[src/rtl/uart_tx_arbiter_if.sv]
// -----------------------------------------------------------------------------
// uart_tx_arbiter_if
//
// Groups the byte-source handshake and the transmitter handshake of the UART
// TX arbiter into one bundle.
//
//   req          NUM_REQ            level request per byte source
//   req_data     NUM_REQ*DATA_BITS  source i's byte at [i*DATA_BITS +: DATA_BITS]
//   ack          NUM_REQ            one-hot completion pulse back to the winner
//   txd_startH   1                  one-cycle start strobe to the TX state machine
//   tx_data      DATA_BITS          latched byte for the TSR load
//   txd_done     1                  completion from the transmitter
//   busy         1                  arbiter is not idle
//   grant_id     clog2(NUM_REQ)     current or last granted source
//   timeout_err  1                  one-cycle pulse on watchdog abort
//
// Modports:
//   master - the arbiter (drives ack, strobes, latched data and status)
//   slave  - the surroundings (sources and transmitter)
// -----------------------------------------------------------------------------
interface uart_tx_arbiter_if #(
   parameter int NUM_REQ   = 4,
   parameter int DATA_BITS = 8
);
   localparam int ID_W = $clog2(NUM_REQ);

   logic [NUM_REQ-1:0]           req;
   logic [NUM_REQ*DATA_BITS-1:0] req_data;
   logic [NUM_REQ-1:0]           ack;
   logic                         txd_startH;
   logic [DATA_BITS-1:0]         tx_data;
   logic                         txd_done;
   logic                         busy;
   logic [ID_W-1:0]              grant_id;
   logic                         timeout_err;

   modport master (
      input  req, req_data, txd_done,
      output ack, txd_startH, tx_data, busy, grant_id, timeout_err
   );

   modport slave (
      output req, req_data, txd_done,
      input  ack, txd_startH, tx_data, busy, grant_id, timeout_err
   );
endinterface

[src/rtl/uart_tx_arbiter.sv]
// -----------------------------------------------------------------------------
// uart_tx_arbiter
//
// Round-robin arbiter sharing one UART transmitter among NUM_REQ byte sources.
// In IDLE the first requesting source at or above the rotating pointer wins;
// its byte and index are latched, the transmitter gets a one-cycle start
// strobe, and the arbiter waits in BUSY for txd_done. Completion returns a
// one-cycle ack to the winner; a watchdog aborts with timeout_err if the
// transmitter never finishes. A GAP cycle follows every transfer so the acked
// source can drop its request before the next arbitration.
//
// Ports:
//   bclk  - bit clock, all logic on the rising edge
//   rst   - synchronous, active-high reset
//   bus   - uart_tx_arbiter_if.master (request/data/ack and transmitter
//           handshake, see the interface file)
//
// Parameters:
//   NUM_REQ   - number of sources, power of two, 2..8
//   DATA_BITS - byte width, equal to the transmitter's data width
//   TIMEOUT   - maximum bclk cycles spent in BUSY before abort, >= 16
// -----------------------------------------------------------------------------
module uart_tx_arbiter #(
   parameter int NUM_REQ   = 4,
   parameter int DATA_BITS = 8,
   parameter int TIMEOUT   = 256
) (
   input  logic              bclk,
   input  logic              rst,
   uart_tx_arbiter_if.master bus
);

   localparam int ID_W  = $clog2(NUM_REQ);
   localparam int CNT_W = $clog2(TIMEOUT);

   typedef enum logic [1:0] {
      IDLE  = 2'd0,
      START = 2'd1,
      BUSY  = 2'd2,
      GAP   = 2'd3
   } state_t;

   state_t               state_q;
   state_t               state_d;

   logic [ID_W-1:0]      ptr_q;
   logic [ID_W-1:0]      grant_id_q;
   logic [DATA_BITS-1:0] tx_data_q;
   logic [NUM_REQ-1:0]   ack_q;
   logic                 timeout_err_q;
   logic [CNT_W-1:0]     wdog_q;

   logic [ID_W-1:0]      winner;
   logic [ID_W-1:0]      scan_idx;
   logic                 any_req;
   logic                 timeout_hit;
   logic                 start_strobe;
   logic                 busy_flag;

   // ---------------------------------------------------------------------------
   // Round-robin winner: first set request searching upward from ptr_q.
   // Scanning from the farthest offset down lets the nearest hit overwrite
   // the others, so the last assignment is the highest-priority one. Index
   // arithmetic wraps naturally because NUM_REQ is a power of two.
   // ---------------------------------------------------------------------------
   always_comb begin
      // NOTE: every signal written here gets a default first, so no path
      // leaves it unassigned and no latch is inferred.
      winner   = ptr_q;
      any_req  = 1'b0;
      scan_idx = ptr_q;
      for (int k = NUM_REQ - 1; k >= 0; k--) begin
         scan_idx = ptr_q + ID_W'(k);
         if (bus.req[scan_idx]) begin
            winner  = scan_idx;
            any_req = 1'b1;
         end
      end
   end

   // Watchdog fires on the BUSY cycle whose count has reached TIMEOUT-1.
   assign timeout_hit = (wdog_q == CNT_W'(TIMEOUT - 1));

   // ---------------------------------------------------------------------------
   // FSM state register.
   // ---------------------------------------------------------------------------
   always_ff @(posedge bclk) begin
      // NOTE: sequential state uses non-blocking assignments so every register
      // samples the pre-edge values, independent of statement order.
      if (rst) begin
         state_q <= IDLE;
      end else begin
         state_q <= state_d;
      end
   end

   // ---------------------------------------------------------------------------
   // FSM next state and state-decoded outputs.
   // txd_done only matters in BUSY; it is ignored in every other state.
   // ---------------------------------------------------------------------------
   always_comb begin
      state_d      = state_q;
      start_strobe = 1'b0;
      busy_flag    = 1'b1;
      case (state_q)
         IDLE: begin
            busy_flag = 1'b0;
            if (any_req) begin
               state_d = START;
            end
         end
         START: begin
            start_strobe = 1'b1;
            state_d      = BUSY;
         end
         BUSY: begin
            if (bus.txd_done || timeout_hit) begin
               state_d = GAP;
            end
         end
         GAP: begin
            state_d = IDLE;
         end
         default: begin
            state_d = IDLE;
         end
      endcase
   end

   // ---------------------------------------------------------------------------
   // Grant latch, pointer, watchdog and registered pulses.
   // ack and timeout_err default low every cycle, giving one-cycle pulses.
   // Completion is tested before the watchdog, so a txd_done on the timeout
   // cycle acks and never raises timeout_err.
   // ---------------------------------------------------------------------------
   always_ff @(posedge bclk) begin
      if (rst) begin
         ptr_q         <= '0;
         grant_id_q    <= '0;
         tx_data_q     <= '0;
         ack_q         <= '0;
         timeout_err_q <= 1'b0;
         wdog_q        <= '0;
      end else begin
         ack_q         <= '0;
         timeout_err_q <= 1'b0;
         case (state_q)
            IDLE: begin
               if (any_req) begin
                  grant_id_q <= winner;
                  tx_data_q  <= bus.req_data[int'(winner) * DATA_BITS +: DATA_BITS];
               end
            end
            START: begin
               wdog_q <= '0;
            end
            BUSY: begin
               if (bus.txd_done) begin
                  ack_q <= NUM_REQ'(1) << grant_id_q;
                  ptr_q <= grant_id_q + ID_W'(1);
               end else if (timeout_hit) begin
                  timeout_err_q <= 1'b1;
                  ptr_q         <= grant_id_q + ID_W'(1);
               end else if (wdog_q != '1) begin
                  // Saturating count: it never wraps back to zero.
                  wdog_q <= wdog_q + CNT_W'(1);
               end
            end
            default: begin
            end
         endcase
      end
   end

   // ---------------------------------------------------------------------------
   // Output drive.
   // ---------------------------------------------------------------------------
   assign bus.txd_startH  = start_strobe;
   assign bus.busy        = busy_flag;
   assign bus.grant_id    = grant_id_q;
   assign bus.tx_data     = tx_data_q;
   assign bus.ack         = ack_q;
   assign bus.timeout_err = timeout_err_q;

   // ---------------------------------------------------------------------------
   // Invariants of the completion pulses.
   // ---------------------------------------------------------------------------
   a_ack_onehot : assert property (@(posedge bclk) disable iff (rst)
      $onehot0(ack_q));

   a_ack_xor_timeout : assert property (@(posedge bclk) disable iff (rst)
      !((ack_q != '0) && timeout_err_q));

endmodule

[src/flat_wrapper.sv]
// flat-port wrapper written by rule: the top's interface ports become plain ports
module uart_tx_arbiter_flat 
#(
   parameter int NUM_REQ   = 4,
   parameter int DATA_BITS = 8,
   parameter int TIMEOUT   = 256
)
  (bclk, rst, bus_req, bus_req_data, bus_txd_done, bus_ack, bus_txd_startH, bus_tx_data, bus_busy, bus_grant_id, bus_timeout_err);
  uart_tx_arbiter_if #(.NUM_REQ(NUM_REQ), .DATA_BITS(DATA_BITS)) bus_i ();
  input  logic bclk;
  input  logic rst;
  input wire logic [$bits(bus_i.req)-1:0] bus_req;
  input wire logic [$bits(bus_i.req_data)-1:0] bus_req_data;
  input wire logic [$bits(bus_i.txd_done)-1:0] bus_txd_done;
  output wire logic [$bits(bus_i.ack)-1:0] bus_ack;
  output wire logic [$bits(bus_i.txd_startH)-1:0] bus_txd_startH;
  output wire logic [$bits(bus_i.tx_data)-1:0] bus_tx_data;
  output wire logic [$bits(bus_i.busy)-1:0] bus_busy;
  output wire logic [$bits(bus_i.grant_id)-1:0] bus_grant_id;
  output wire logic [$bits(bus_i.timeout_err)-1:0] bus_timeout_err;
  assign bus_i.req = bus_req;
  assign bus_i.req_data = bus_req_data;
  assign bus_i.txd_done = bus_txd_done;
  assign bus_ack = bus_i.ack;
  assign bus_txd_startH = bus_i.txd_startH;
  assign bus_tx_data = bus_i.tx_data;
  assign bus_busy = bus_i.busy;
  assign bus_grant_id = bus_i.grant_id;
  assign bus_timeout_err = bus_i.timeout_err;
  uart_tx_arbiter #(.NUM_REQ(NUM_REQ), .DATA_BITS(DATA_BITS), .TIMEOUT(TIMEOUT)) u_core (.bclk(bclk), .rst(rst), .bus(bus_i));
endmodule
[config.mk]
export PLATFORM = sky130hd
export DESIGN_NAME = uart_tx_arbiter_flat
export DESIGN_NICKNAME = d
export VERILOG_FILES = /design/src/rtl/uart_tx_arbiter_if.sv /design/src/rtl/uart_tx_arbiter.sv /design/src/flat_wrapper.sv
export SDC_FILE = /design/constraint.sdc
export NUM_CORES = 1
export LEC_CHECK = 0
export BUFFER_PORTS_ARGS = -buffer_cell sky130_fd_sc_hd__buf_2
export CAP_MARGIN = 5
export CORE_MARGIN = 3
export CORE_UTILIZATION = 41
export DETAILED_ROUTE_END_ITERATION = 8
export PLACE_DENSITY = 0.68
export SLEW_MARGIN = 20
export SYNTH_ARGS = -nofsm -noshare
export SYNTH_HDL_FRONTEND = slang
export SYNTH_SLANG_ARGS = --single-unit
[constraint.sdc]
create_clock -name bclk -period 4.6 [get_ports bclk]
set_input_delay 0.46 -clock bclk [delete_from_list [all_inputs] [get_ports bclk]]
set_output_delay 0.46 -clock bclk [all_outputs]
set_load 0.01 [all_outputs]
==> results by group, run 1 <==
Run status
  – Run status: complete, no violations

Synth
  – Syn Nets: 224
  – Number of flip-flops and latches in the synthesized netlist: 27
  – Post-synth top area cell: sky130_fd_sc_hd__dfxtp_1
  – Largest family of logic cells by synthesized area: simple AND/OR/NAND/NOR gates
  – Portion of netlist area occupied by mux cells: 0.0687
  – Most used DFF post-synth: sky130_fd_sc_hd__dfxtp_1
  – XOR/XNOR Fraction of Synth Area: 0.0114
  – Async set-or-reset flop fraction in the synthesized netlist: 0
  – Number of warnings reported in the yosys synthesis log: 0
  – Area share of fa/ha/maj cells after synthesis: 0.0327
  – Cell variety after synth: 45
  – Sequential-to-total area share from yosys stat: 0.353
  – Number of synthesized flops with an enable pin: 0
  – Syn Area/Cell: 8.45 um2
  – Post-synthesis instance area: 1530 um2
  – Synthesized-area fraction occupied by and/or/nand/nor cells: 0.300
  – Post-synthesis compound-gate area fraction: 0.191
  – Commonest cells in the netlist: sky130_fd_sc_hd__dfxtp_1 (27), sky130_fd_sc_hd__nor2_1 (27), sky130_fd_sc_hd__nand2_1 (16)
  – Post-synthesis instance total: 181
  – Top cell type's share of synthesized area: 0.353
  – Leading post-synthesis cells by cell area: sky130_fd_sc_hd__dfxtp_1 (35%), sky130_fd_sc_hd__nor2_1 (6.6%), sky130_fd_sc_hd__mux2i_1 (5.9%), sky130_fd_sc_hd__a21oi_1 (4.9%), sky130_fd_sc_hd__a311o_1 (4.6%)

Global routing
  – Maximum number of pins on one net before global-route repair: 27
  – Via count of the first global-routing pass: 1,313
  – First-pass GRT wire length: 5870 um
  – Antenna violations before repair: 0
  – Remaining global-route overflow: 0
  – Tot GR Track Use: 0.165

Clock tree
  – Clk pin slew, worst setup/hold paths: 0.09 ns
  – TritonCTS sink count: 27
  – TritonCTS buffer count: 3
  – # H-tree levels: 1
  – CTS root buf: sky130_fd_sc_hd__clkbuf_8
  – Maximum clock insertion buffer count: 2
  – Buffer count from post-CTS setup fixing: 0
  – Source-to-sink clock delay at the later pin of the worst-skew pair: 0.28 ns
  – Post-cts resize count: 0
  – Hold-fix buffers, CTS: 0
  – Clock tree from TritonCTS: yes

Route
  – Wire per inst: 12.7 um
  – DRC: 0
  – Initial detailed-routing violation count: 61
  – Pre-Repair DR Iteration Count: 4
  – Routed WL: 3560 um
  – Ratio of routed vias to standard cells: 5.19
  – Via count: 1,452
  – Post-DRT Antenna Nets: 0

Layout
  – Share of layout cells above drive strength 1: 0.316
  – NumNets Final: 278
  – Fin area: 1880 um2
  – Number of diodes: 0
  – Non-filler cells, final: 280
  – Signed area change from the synthesized netlist to the final layout: 22.6%

Pwr
  – Static Leakage: 0.817 nW
  – Power Internal: 0.491 mW
  – Clock group share of total power: 0.172
  – Part of the total power dissipated in combinational logic: 0.446
  – Sequential cell fraction of total power: 0.382
  – Share of total power consumed by net switching: 0.395
  – Power density of the placed cells: 433 nW/um2
  – Maximum resistive drop on vdd: 0.239 mV
  – Net load switching power: 0.321 mW

Placed design
  – Instance count after placement with tap cells included: 276
  – Routability congestion estimate: 0.779
  – Final HPWL DP: 2760 um
  – Post-placement worst setup slack: 2.16 ns
  – Number of port buffers: 55
  – Area post-placement: 1830 um2

STA
  – Number of pins with negative max-slew slack in the final report: 0
  – Hold violation total from the final report: 0
  – Relative slew margins: 0.295
  – Worst hold slack: 0.407 ns
  – Maximum operating frequency: 440 MHz
  – Total Negative Setup Slacks: 0 ns
  – Worst setup slack after layout: 2.33 ns
  – Slew of the pin with the lowest slew margin: 1.06 ns
  – Final setup violation count: 0
  – Final cycle utilization of the critical path: 0.494
  – Shortest period the worst path allows: 2.27 ns
  – RSZ-0062 raised after global routing: no
  – Clock skew: 0.00243 ns

Critical path
  – Maximum cell stage delay along the critical path: 0.85 ns
  – Kind of start point of the critical path: register
  – Worst endpoint data arrival time: 2.45 ns
  – R2r setup slk: 2.33 ns
  – Reg-to-Reg Start: u_core.ptr_q[0]
  – Required arrival time at the worst endpoint: 4.77 ns
  – Critical Path Source: u_core.ptr_q[0]
  – CP Capture Type: register
  – FF-to-FF End: u_core.bus.tx_data[0]
  – Worst path cell trace: nor3b_1, o311ai_2, nor2_1, a311o_1
  – Largest fanout on the critical path: 11
  – Critical-path cell with the highest stage delay: sky130_fd_sc_hd__o311ai_2
  – Category of the critical setup timing path: register to register
  – Logic depth of the worst register-to-register path: 4
  – Critical path destination: u_core.bus.tx_data[0]

Die
  – Total die area: 4500 um2
  – Number of rows created at floorplan: 21
  – Io pins: 56
  – Starting density of the core: 0.441
  – Width of the chip: 67.1 um
  – Height of the die: 67.1 um
  – Area of the core: 3470 um2

Worst hold path
  – Worst hold-check path type: input port to register
  – Origin of the worst min-delay path: bus_req_data[13]

Flow run
  – Reported max-cap violation count: 0
-- sequential cells by signal (all words and copies together), names as in the netlist --
signal,flops
u_core.bus.tx_data,8
u_core.wdog_q,8
u_core.bus.ack,4
u_core.bus.grant_id,2
u_core.ptr_q,2
u_core.state_q,2
u_core.bus.timeout_err,1
-- stage by stage --
step | util | total power, mW
2_1_floorplan | - | 0.578
3_3_place_gp | 0.527 | 0.678
3_5_place_dp | 0.527 | 0.680
4_1_cts | 0.541 | 0.821
5_1_grt | 0.541 | 0.883
6_report | 0.541 | 0.812
-- placed cells by master, fill, tap and decap left out, types with 2 or more instances in the layout --
cell type and n:
sky130_fd_sc_hd__nand3b_1 2, sky130_fd_sc_hd__clkbuf_8 3, sky130_fd_sc_hd__or3_1 3, sky130_fd_sc_hd__nor2_1 27
sky130_fd_sc_hd__a21o_2 2, sky130_fd_sc_hd__nor3b_1 2, sky130_fd_sc_hd__a311o_1 7, sky130_fd_sc_hd__o22ai_1 2
sky130_fd_sc_hd__a211oi_1 3, sky130_fd_sc_hd__a21oi_1 15, sky130_fd_sc_hd__nand2b_1 5, sky130_fd_sc_hd__mux2i_1 9
sky130_fd_sc_hd__ha_1 4, sky130_fd_sc_hd__nor4_2 2, sky130_fd_sc_hd__nor3_1 2, sky130_fd_sc_hd__o21ai_0 4
sky130_fd_sc_hd__nor4_1 3, sky130_fd_sc_hd__o21ai_1 3, sky130_fd_sc_hd__inv_1 6, sky130_fd_sc_hd__nand2_1 16
sky130_fd_sc_hd__nor2_2 2, sky130_fd_sc_hd__xor2_1 2, sky130_fd_sc_hd__and2b_1 2, sky130_fd_sc_hd__buf_2 55
sky130_fd_sc_hd__dfxtp_1 27, sky130_fd_sc_hd__nand3_1 9
-- area by class of cell --
| class | instances | area, um2 |
|---|---|---|
| multi-input cells | 142 | 932 |
| inverters | 6 | 22.5 |
| flip-flops and latches | 27 | 541 |
| fillers | 365 | 1590 |
| clock buffers | 3 | 41.3 |
| well taps | 46 | 57.6 |
| repair buffers | 55 | 275 |
| clock inverters | 1 | 7.51 |
-- routing by layer --
| metal | part of all wire | global-route usage |
|---|---|---|
| met5 | 0 | 0 |
| met4 | 0.0039 | 0.0329 |
| met3 | 0.045 | 0.0304 |
| met2 | 0.44 | 0.250 |
| met1 | 0.51 | 0.242 |
-- critical path, delay by kind of cell (launching register included) --
family          cells  cell delay [ns]
compound gates      2             1.29
simple gates        2             0.52
flops               1             0.36
-- cells by family after synthesis --
group,Yosys count
muxes,10
AOI/OAI and AO/OA,41
xor gates and xnor gates,2
DFF,27
buffers and inverters,12
adders and majority gates,4
and+or+nand+nor,85
-- power groups by stage --
stage	combinational [mW]	sequential [mW]	clock [mW]
floorplan	0.250	0.328	0
global placement	0.363	0.315	0
detailed placement	0.364	0.316	0
CTS	0.365	0.311	0.145
global route	0.413	0.318	0.153
finish	0.363	0.310	0.139
-- worst min-delay path by stage --
stage / slack [ns] / cells after the start / endpoint
final: 0.41 / 3 / u_core.bus.tx_data[5]
after global routing: 0.41 / 3 / u_core.bus.tx_data[5]
after CTS: 0.40 / 3 / u_core.bus.tx_data[5]
after detailed placement: 0.49 / 2 / u_core.wdog_q[6]
after global placement: 0.48 / 2 / u_core.wdog_q[6]
after floorplan: 0.45 / 2 / u_core.wdog_q[6]
(Power assumes the default switching activity.)
==> inputs of run 2 (changes only) <==
Settings changed: PLACE_DENSITY 0.68 to 0.71.
Clock period 4.6 ns to 1.9 ns, I/O delays scaled along.
==> run 2 against run 1 <==
  * Power rose to 2.6 times the previous value
  * Core utilization up 3.6 points
  * Non-clock buffer count up 13
  * Worst setup slack worse by 2.2 ns
  * Combinational power rose to 2.8 times the previous value
  * Register-to-register slack worse by 2.2 ns
  * Maximum frequency up 29%
  * Highest routed layer unchanged
==> results by group, run 2 (synthesis results as in run 1) <==
Run status
  – Run status: complete, no violations (unchanged)

Placed design
  – Instance count after placement with tap cells included: 286 (was 276)
  – Post-placement worst setup slack: -0.273 ns (was 2.16 ns)
  – Final HPWL DP: 2960 um (was 2760 um)
  – Number of port buffers: 55 (unchanged)
  – Routability congestion estimate: 0.808 (was 0.779)

STA
  – Hold violation total from the final report: 0 (unchanged)
  – Number of pins with negative max-slew slack in the final report: 0 (unchanged)
  – RSZ-0062 raised after global routing: no (unchanged)
  – Clock skew: 0.00203 ns (was 0.00243 ns)
  – Worst hold slack: 0.145 ns (was 0.407 ns)
  – Worst setup slack after layout: 0.133 ns (was 2.33 ns)
  – Slew of the pin with the lowest slew margin: 0.430 ns (was 1.06 ns)
  – Final cycle utilization of the critical path: 0.930 (was 0.494)
  – Maximum operating frequency: 566 MHz (was 440 MHz)
  – Relative slew margins: 0.711 (was 0.295)
  – Final setup violation count: 0 (unchanged)
  – Shortest period the worst path allows: 1.77 ns (was 2.27 ns)
  – Total Negative Setup Slacks: 0 ns (unchanged)

Clock tree
  – TritonCTS sink count: 27 (unchanged)
  – # H-tree levels: 1 (unchanged)
  – Hold-fix buffers, CTS: 0 (unchanged)
  – TritonCTS buffer count: 3 (unchanged)
  – CTS root buf: sky130_fd_sc_hd__clkbuf_8 (unchanged)
  – Source-to-sink clock delay at the later pin of the worst-skew pair: 0.27 ns (was 0.28 ns)
  – Clk pin slew, worst setup/hold paths: 0.10 ns (was 0.09 ns)
  – Maximum clock insertion buffer count: 2 (unchanged)
  – Clock tree from TritonCTS: yes (unchanged)

Global routing
  – Via count of the first global-routing pass: 1,307 (was 1,313)
  – Remaining global-route overflow: 0 (unchanged)
  – First-pass GRT wire length: 5990 um (was 5870 um)
  – Antenna violations before repair: 0 (unchanged)
  – Maximum number of pins on one net before global-route repair: 26 (was 27)
  – Tot GR Track Use: 0.172 (was 0.165)

Die
  – Total die area: 4500 um2 (unchanged)
  – Height of the die: 67.1 um (unchanged)
  – Starting density of the core: 0.441 (unchanged)
  – Area of the core: 3470 um2 (unchanged)
  – Width of the chip: 67.1 um (unchanged)
  – Number of rows created at floorplan: 21 (unchanged)
  – Io pins: 56 (unchanged)

Layout
  – Signed area change from the synthesized netlist to the final layout: 30.9% (was 22.6%)
  – NumNets Final: 291 (was 278)
  – Non-filler cells, final: 293 (was 280)
  – Share of layout cells above drive strength 1: 0.364 (was 0.316)
  – Number of diodes: 0 (unchanged)
  – Most frequent cells in the layout: sky130_fd_sc_hd__buf_2 (55), sky130_fd_sc_hd__nor2_1 (27), sky130_fd_sc_hd__dfxtp_1 (27) (unchanged)
  – Most common cell after layout, fill and taps aside: sky130_fd_sc_hd__buf_2 (unchanged)

Route
  – DRC: 0 (unchanged)
  – Ratio of routed vias to standard cells: 5.31 (was 5.19)
  – Routed WL: 3850 um (was 3560 um)
  – Initial detailed-routing violation count: 87 (was 61)
  – Wire per inst: 13.1 um (was 12.7 um)
  – Pre-Repair DR Iteration Count: 4 (unchanged)
  – Post-DRT Antenna Nets: 0 (unchanged)
  – Via count: 1,555 (was 1,452)

Critical path
  – Category of the critical setup timing path: register to register (unchanged)
  – Worst endpoint data arrival time: 1.94 ns (was 2.45 ns)
  – CP Capture Type: register (unchanged)
  – Maximum cell stage delay along the critical path: 0.39 ns (was 0.85 ns)
  – FF-to-FF End: u_core.bus.tx_data[4] (was u_core.bus.tx_data[0])
  – Logic depth of the worst register-to-register path: 7 (was 4)
  – Critical Path Source: u_core.ptr_q[0] (unchanged)
  – R2r setup slk: 0.13 ns (was 2.33 ns)
  – Kind of start point of the critical path: register (unchanged)
  – Required arrival time at the worst endpoint: 2.07 ns (was 4.77 ns)
  – Largest fanout on the critical path: 8 (was 11)
  – Critical-path cell with the highest stage delay: sky130_fd_sc_hd__dfxtp_1 (was sky130_fd_sc_hd__o311ai_2)
  – Reg-to-Reg Start: u_core.ptr_q[0] (unchanged)
  – Critical path destination: u_core.bus.tx_data[4] (was u_core.bus.tx_data[0])
  – Worst path cell trace: and2b_1, o21ai_1, o311ai_4, buf_12, mux2i_1, nor2_1, a311o_1 (was nor3b_1, o311ai_2, nor2_1, a311o_1)

Flow run
  – Reported max-cap violation count: 0 (unchanged)

Pwr
  – Sequential cell fraction of total power: 0.360 (was 0.382)
  – Net load switching power: 0.817 mW (was 0.321 mW)
  – Maximum resistive drop on vdd: 0.600 mV (was 0.239 mV)
  – Final Power: 2.09 mW (was 0.812 mW)
  – Part of the total power dissipated in combinational logic: 0.478 (was 0.446)
  – Power Internal: 1.28 mW (was 0.491 mW)
  – Share of total power consumed by net switching: 0.390 (was 0.395)
  – Power density of the placed cells: 1040 nW/um2 (was 433 nW/um2)
  – Clock group share of total power: 0.161 (was 0.172)
  – Static Leakage: 0.887 nW (was 0.817 nW)

Worst hold path
  – Worst hold-check path type: input port to register (unchanged)
==> run 2: what timing repair did <==
item / 4_1_cts / 5_1_grt
resized for setup: 1 / 4
endpoints found under the setup margin: 9 / 10
setup buffers: 0 / 3
pin swaps: 0 / 1
gates cloned: 0 / 0
==> run 2: power by group through the flow <==
| stage | registers (mW) | clock network [mW] | logic [mW] |
|---|---|---|---|
| global placement | 0.763 | 0 | 0.930 |
| global route | 0.770 | 0.375 | 1.11 |
| detailed placement | 0.767 | 0 | 0.941 |
| finish | 0.754 | 0.338 | 1.00 |
| floorplan | 0.794 | 0 | 0.604 |
| CTS | 0.754 | 0.351 | 0.951 |
==> run 2: layout make-up <==
class	count	area [um2]
clock inverter	1	7.51
fill	344	1470
sequential	27	541
inverter	6	22.5
timing repair buffer	68	385
clock buffer	3	41.3
tap	46	57.6
multi-input combinational	142	948
==> run 2: worst max-delay path, delay by kind of cell (launching register included) <==
family | cells | cell delay (ns)
simple gates | 2 | 0.29
flops | 1 | 0.39
mux | 1 | 0.15
buf+inv | 1 | 0.18
compound gates | 3 | 0.65
==> run 2: layer usage <==
layer  wire length [um]  part of all wire  GRT usage  vias to the layer above
li1                   -                 -          -                      785
met1               1670              0.43      0.237                      727
met2               1930              0.50      0.267                       41
met3                217             0.056     0.0422                        2
met4                 31            0.0081     0.0405                        0
met5                  0                 0          0                        -
==> run 2: worst min path at each step <==
| stage | startpoint | to | slack [ns] | cells after the start |
|---|---|---|---|---|
| after floorplan | bus_req_data[13] | u_core.bus.tx_data[5] | 0.34 | 2 |
| after global placement | bus_req_data[9] | u_core.bus.tx_data[1] | 0.43 | 2 |
| after detailed placement | bus_req_data[9] | u_core.bus.tx_data[1] | 0.43 | 2 |
| after CTS | bus_req_data[15] | u_core.bus.tx_data[7] | 0.14 | 2 |
| after global routing | bus_req_data[12] | u_core.bus.tx_data[4] | 0.13 | 2 |
| final | bus_req_data[8] | u_core.bus.tx_data[0] | 0.15 | 2 |
==> run 2: metrics by stage <==
stage                     utilization  area (um2)
after floorplan                     -        1530
after global placement          0.549        1900
after detailed placement        0.549        1900
after CTS                       0.566        1960
after global routing            0.578        2000
final                           0.578        2000
==> inputs of run 3 (changes only) <==
Settings changed: PLACE_DENSITY 0.71 to 0.68.
Clock period 1.9 ns to 1.8 ns, I/O delays scaled along.
==> run 3 against run 2 <==
  * Worst hold slack lost 0.017 ns
  * Via count shrank 1.6%
  * Critical path depth shrank 1
  * Flip-flop and latch count is the same
  * Critical endpoint is now u_core.bus.tx_data[2]
  * Largest power group unchanged
  * Register-to-register slack lost 0.02 ns
==> results by group, run 3 (synthesis results as in run 1) <==
STA
  – Maximum operating frequency: 592 MHz (was 566 MHz)
  – Relative slew margins: 0.733 (was 0.711)
  – Number of pins with negative max-slew slack in the final report: 0 (unchanged)
  – Hold violation total from the final report: 0 (unchanged)
  – Total Negative Setup Slacks: 0 ns (unchanged)
  – Worst setup slack after layout: 0.111 ns (was 0.133 ns)
  – Shortest period the worst path allows: 1.69 ns (was 1.77 ns)
  – RSZ-0062 raised after global routing: no (unchanged)
  – Worst hold slack: 0.129 ns (was 0.145 ns)
  – Final cycle utilization of the critical path: 0.938 (was 0.930)
  – Clock skew: 0.00310 ns (was 0.00203 ns)
  – Final setup violation count: 0 (unchanged)
  – Slew of the pin with the lowest slew margin: 0.400 ns (was 0.430 ns)

Worst hold path
  – Worst hold path cell count: 2 (unchanged)
  – Worst hold-check path type: input port to register (unchanged)
  – Origin of the worst min-delay path: bus_req_data[12] (was bus_req_data[8])
  – Hold-critical path endpoint: u_core.bus.tx_data[4] (was u_core.bus.tx_data[0])

Critical path
  – Reg-to-Reg Start: u_core.ptr_q[1] (was u_core.ptr_q[0])
  – Largest fanout on the critical path: 8 (unchanged)
  – Worst endpoint data arrival time: 1.91 ns (was 1.94 ns)
  – FF-to-FF End: u_core.bus.tx_data[2] (was u_core.bus.tx_data[4])
  – Kind of start point of the critical path: register (unchanged)
  – Required arrival time at the worst endpoint: 2.02 ns (was 2.07 ns)
  – Logic depth of the worst register-to-register path: 6 (was 7)
  – R2r setup slk: 0.11 ns (was 0.13 ns)
  – CP Capture Type: register (unchanged)
  – Category of the critical setup timing path: register to register (unchanged)

Clock tree
  – TritonCTS buffer count: 3 (unchanged)
  – Hold-fix buffers, CTS: 0 (unchanged)
  – TritonCTS sink count: 27 (unchanged)
  – Source-to-sink clock delay at the later pin of the worst-skew pair: 0.28 ns (was 0.27 ns)
  – Clock tree from TritonCTS: yes (unchanged)
  – Maximum clock insertion buffer count: 2 (unchanged)
  – Clk pin slew, worst setup/hold paths: 0.10 ns (about the same)
  – Buffer count from post-CTS setup fixing: 0 (unchanged)
  – # H-tree levels: 1 (unchanged)
  – CTS root buf: sky130_fd_sc_hd__clkbuf_8 (unchanged)
  – Post-cts resize count: 1 (unchanged)

Run status
  – Run status: complete, no violations (unchanged)

Die
  – Io pins: 56 (unchanged)
  – Area of the core: 3470 um2 (unchanged)
  – Total die area: 4500 um2 (unchanged)
  – Number of rows created at floorplan: 21 (unchanged)
  – Starting density of the core: 0.441 (unchanged)
  – Height of the die: 67.1 um (unchanged)
  – Width of the chip: 67.1 um (unchanged)

Global routing
  – Remaining global-route overflow: 0 (unchanged)
  – Met2 Resource Use GR: 0.256 (was 0.267)
  – Maximum number of pins on one net before global-route repair: 26 (unchanged)
  – First-pass GRT wire length: 5750 um (was 5990 um)
  – Antenna violations before repair: 0 (unchanged)
  – Tot GR Track Use: 0.164 (was 0.172)
  – Via count of the first global-routing pass: 1,303 (was 1,307)
  – Global route hottest layer: met2 (unchanged)
  – Grt met1 use: 0.221 (was 0.237)
  – Met3 track demand over resource in global routing: 0.0455 (was 0.0422)

Route
  – Initial detailed-routing violation count: 131 (was 87)
  – DRC: 0 (unchanged)
  – Post-DRT Antenna Nets: 0 (unchanged)
  – Wire per inst: 12.8 um (was 13.1 um)
  – Pre-Repair DR Iteration Count: 4 (unchanged)
  – Ratio of routed vias to standard cells: 5.28 (was 5.31)
  – Via count: 1,530 (was 1,555)
  – Routed WL: 3710 um (was 3850 um)

Flow run
  – Reported max-cap violation count: 0 (unchanged)

Layout
  – Number of diodes: 0 (unchanged)
  – Share of layout cells above drive strength 1: 0.365 (was 0.364)
  – Most common cell after layout, fill and taps aside: sky130_fd_sc_hd__buf_2 (unchanged)
  – Most frequent cells in the layout: sky130_fd_sc_hd__buf_2 (55), sky130_fd_sc_hd__nor2_1 (27), sky130_fd_sc_hd__dfxtp_1 (24) (was sky130_fd_sc_hd__buf_2 (55), sky130_fd_sc_hd__nor2_1 (27), sky130_fd_sc_hd__dfxtp_1 (27))
  – Non-filler cells, final: 290 (was 293)
  – Fin area: 1970 um2 (was 2000 um2)
  – Signed area change from the synthesized netlist to the final layout: 28.9% (was 30.9%)
  – NumNets Final: 288 (was 291)

Placed design
  – Area post-placement: 1920 um2 (was 1900 um2)
  – Routability congestion estimate: 0.826 (was 0.808)
  – Instance count after placement with tap cells included: 286 (unchanged)
  – Final HPWL DP: 2910 um (was 2960 um)
  – Post-placement worst setup slack: 0.0131 ns (was -0.273 ns)
  – Number of port buffers: 55 (unchanged)

Pwr
  – Static Leakage: 0.874 nW (was 0.887 nW)
  – Power density of the placed cells: 1100 nW/um2 (was 1040 nW/um2)
  – Maximum resistive drop on vdd: 0.550 mV (was 0.600 mV)
[run 3: cell types whose count changed in the layout (fill, tap and decap cells not counted), sizes merged]
cell | previous run | this run
buf | 68 | 65
[run 3: layout make-up]
cell class,count,area [um2]
sequential,27,544
tap,46,57.6
fill,343,1500
multi-input combinational,142,937
clock inverter,1,7.51
clock buffer,3,41.3
inverter,6,22.5
timing repair buffer,65,363
[run 3: layer usage]
layer	vias to the layer above	share of wire
met5	-	0
met4	0	0.0051
met3	5	0.052
met2	40	0.48
met1	706	0.47
li1	779	-
[run 3: worst max-delay path, stage by stage, from the launching register on]
cell,delay [ns]
sky130_fd_sc_hd__dfxtp_2,0.37
sky130_fd_sc_hd__or4_1,0.51
sky130_fd_sc_hd__o22ai_1,0.15
sky130_fd_sc_hd__a21o_2,0.20
sky130_fd_sc_hd__nand3_1,0.10
sky130_fd_sc_hd__a21oi_1,0.17
sky130_fd_sc_hd__a311o_1,0.14
[run 3: how the worst max path moves through the flow]
stage | slack [ns] | to | start
2_1_floorplan | 0.07 | u_core.wdog_q[7] | u_core.wdog_q[0]
3_3_place_gp | 0.07 | u_core.wdog_q[7] | u_core.wdog_q[0]
3_5_place_dp | 0.01 | u_core.wdog_q[7] | u_core.wdog_q[0]
4_1_cts | 0.04 | u_core.wdog_q[3] | u_core.state_q[0]
5_1_grt | 0.02 | u_core.bus.tx_data[1] | u_core.ptr_q[0]
6_report | 0.11 | u_core.bus.tx_data[2] | u_core.ptr_q[1]
[run 3: stage by stage]
| step | power, mW | utilization |
|---|---|---|
| 2_1_floorplan | 1.48 | - |
| 3_3_place_gp | 1.80 | 0.552 |
| 3_5_place_dp | 1.81 | 0.552 |
| 4_1_cts | 2.17 | 0.567 |
| 5_1_grt | 2.34 | 0.569 |
| 6_report | 2.16 | 0.569 |
[run 3: report_power, final]
| part | internal, mW | switching, mW |
|---|---|---|
| combinational | 0.450 | 0.561 |
| sequential | 0.717 | 0.0817 |
| clock | 0.157 | 0.198 |
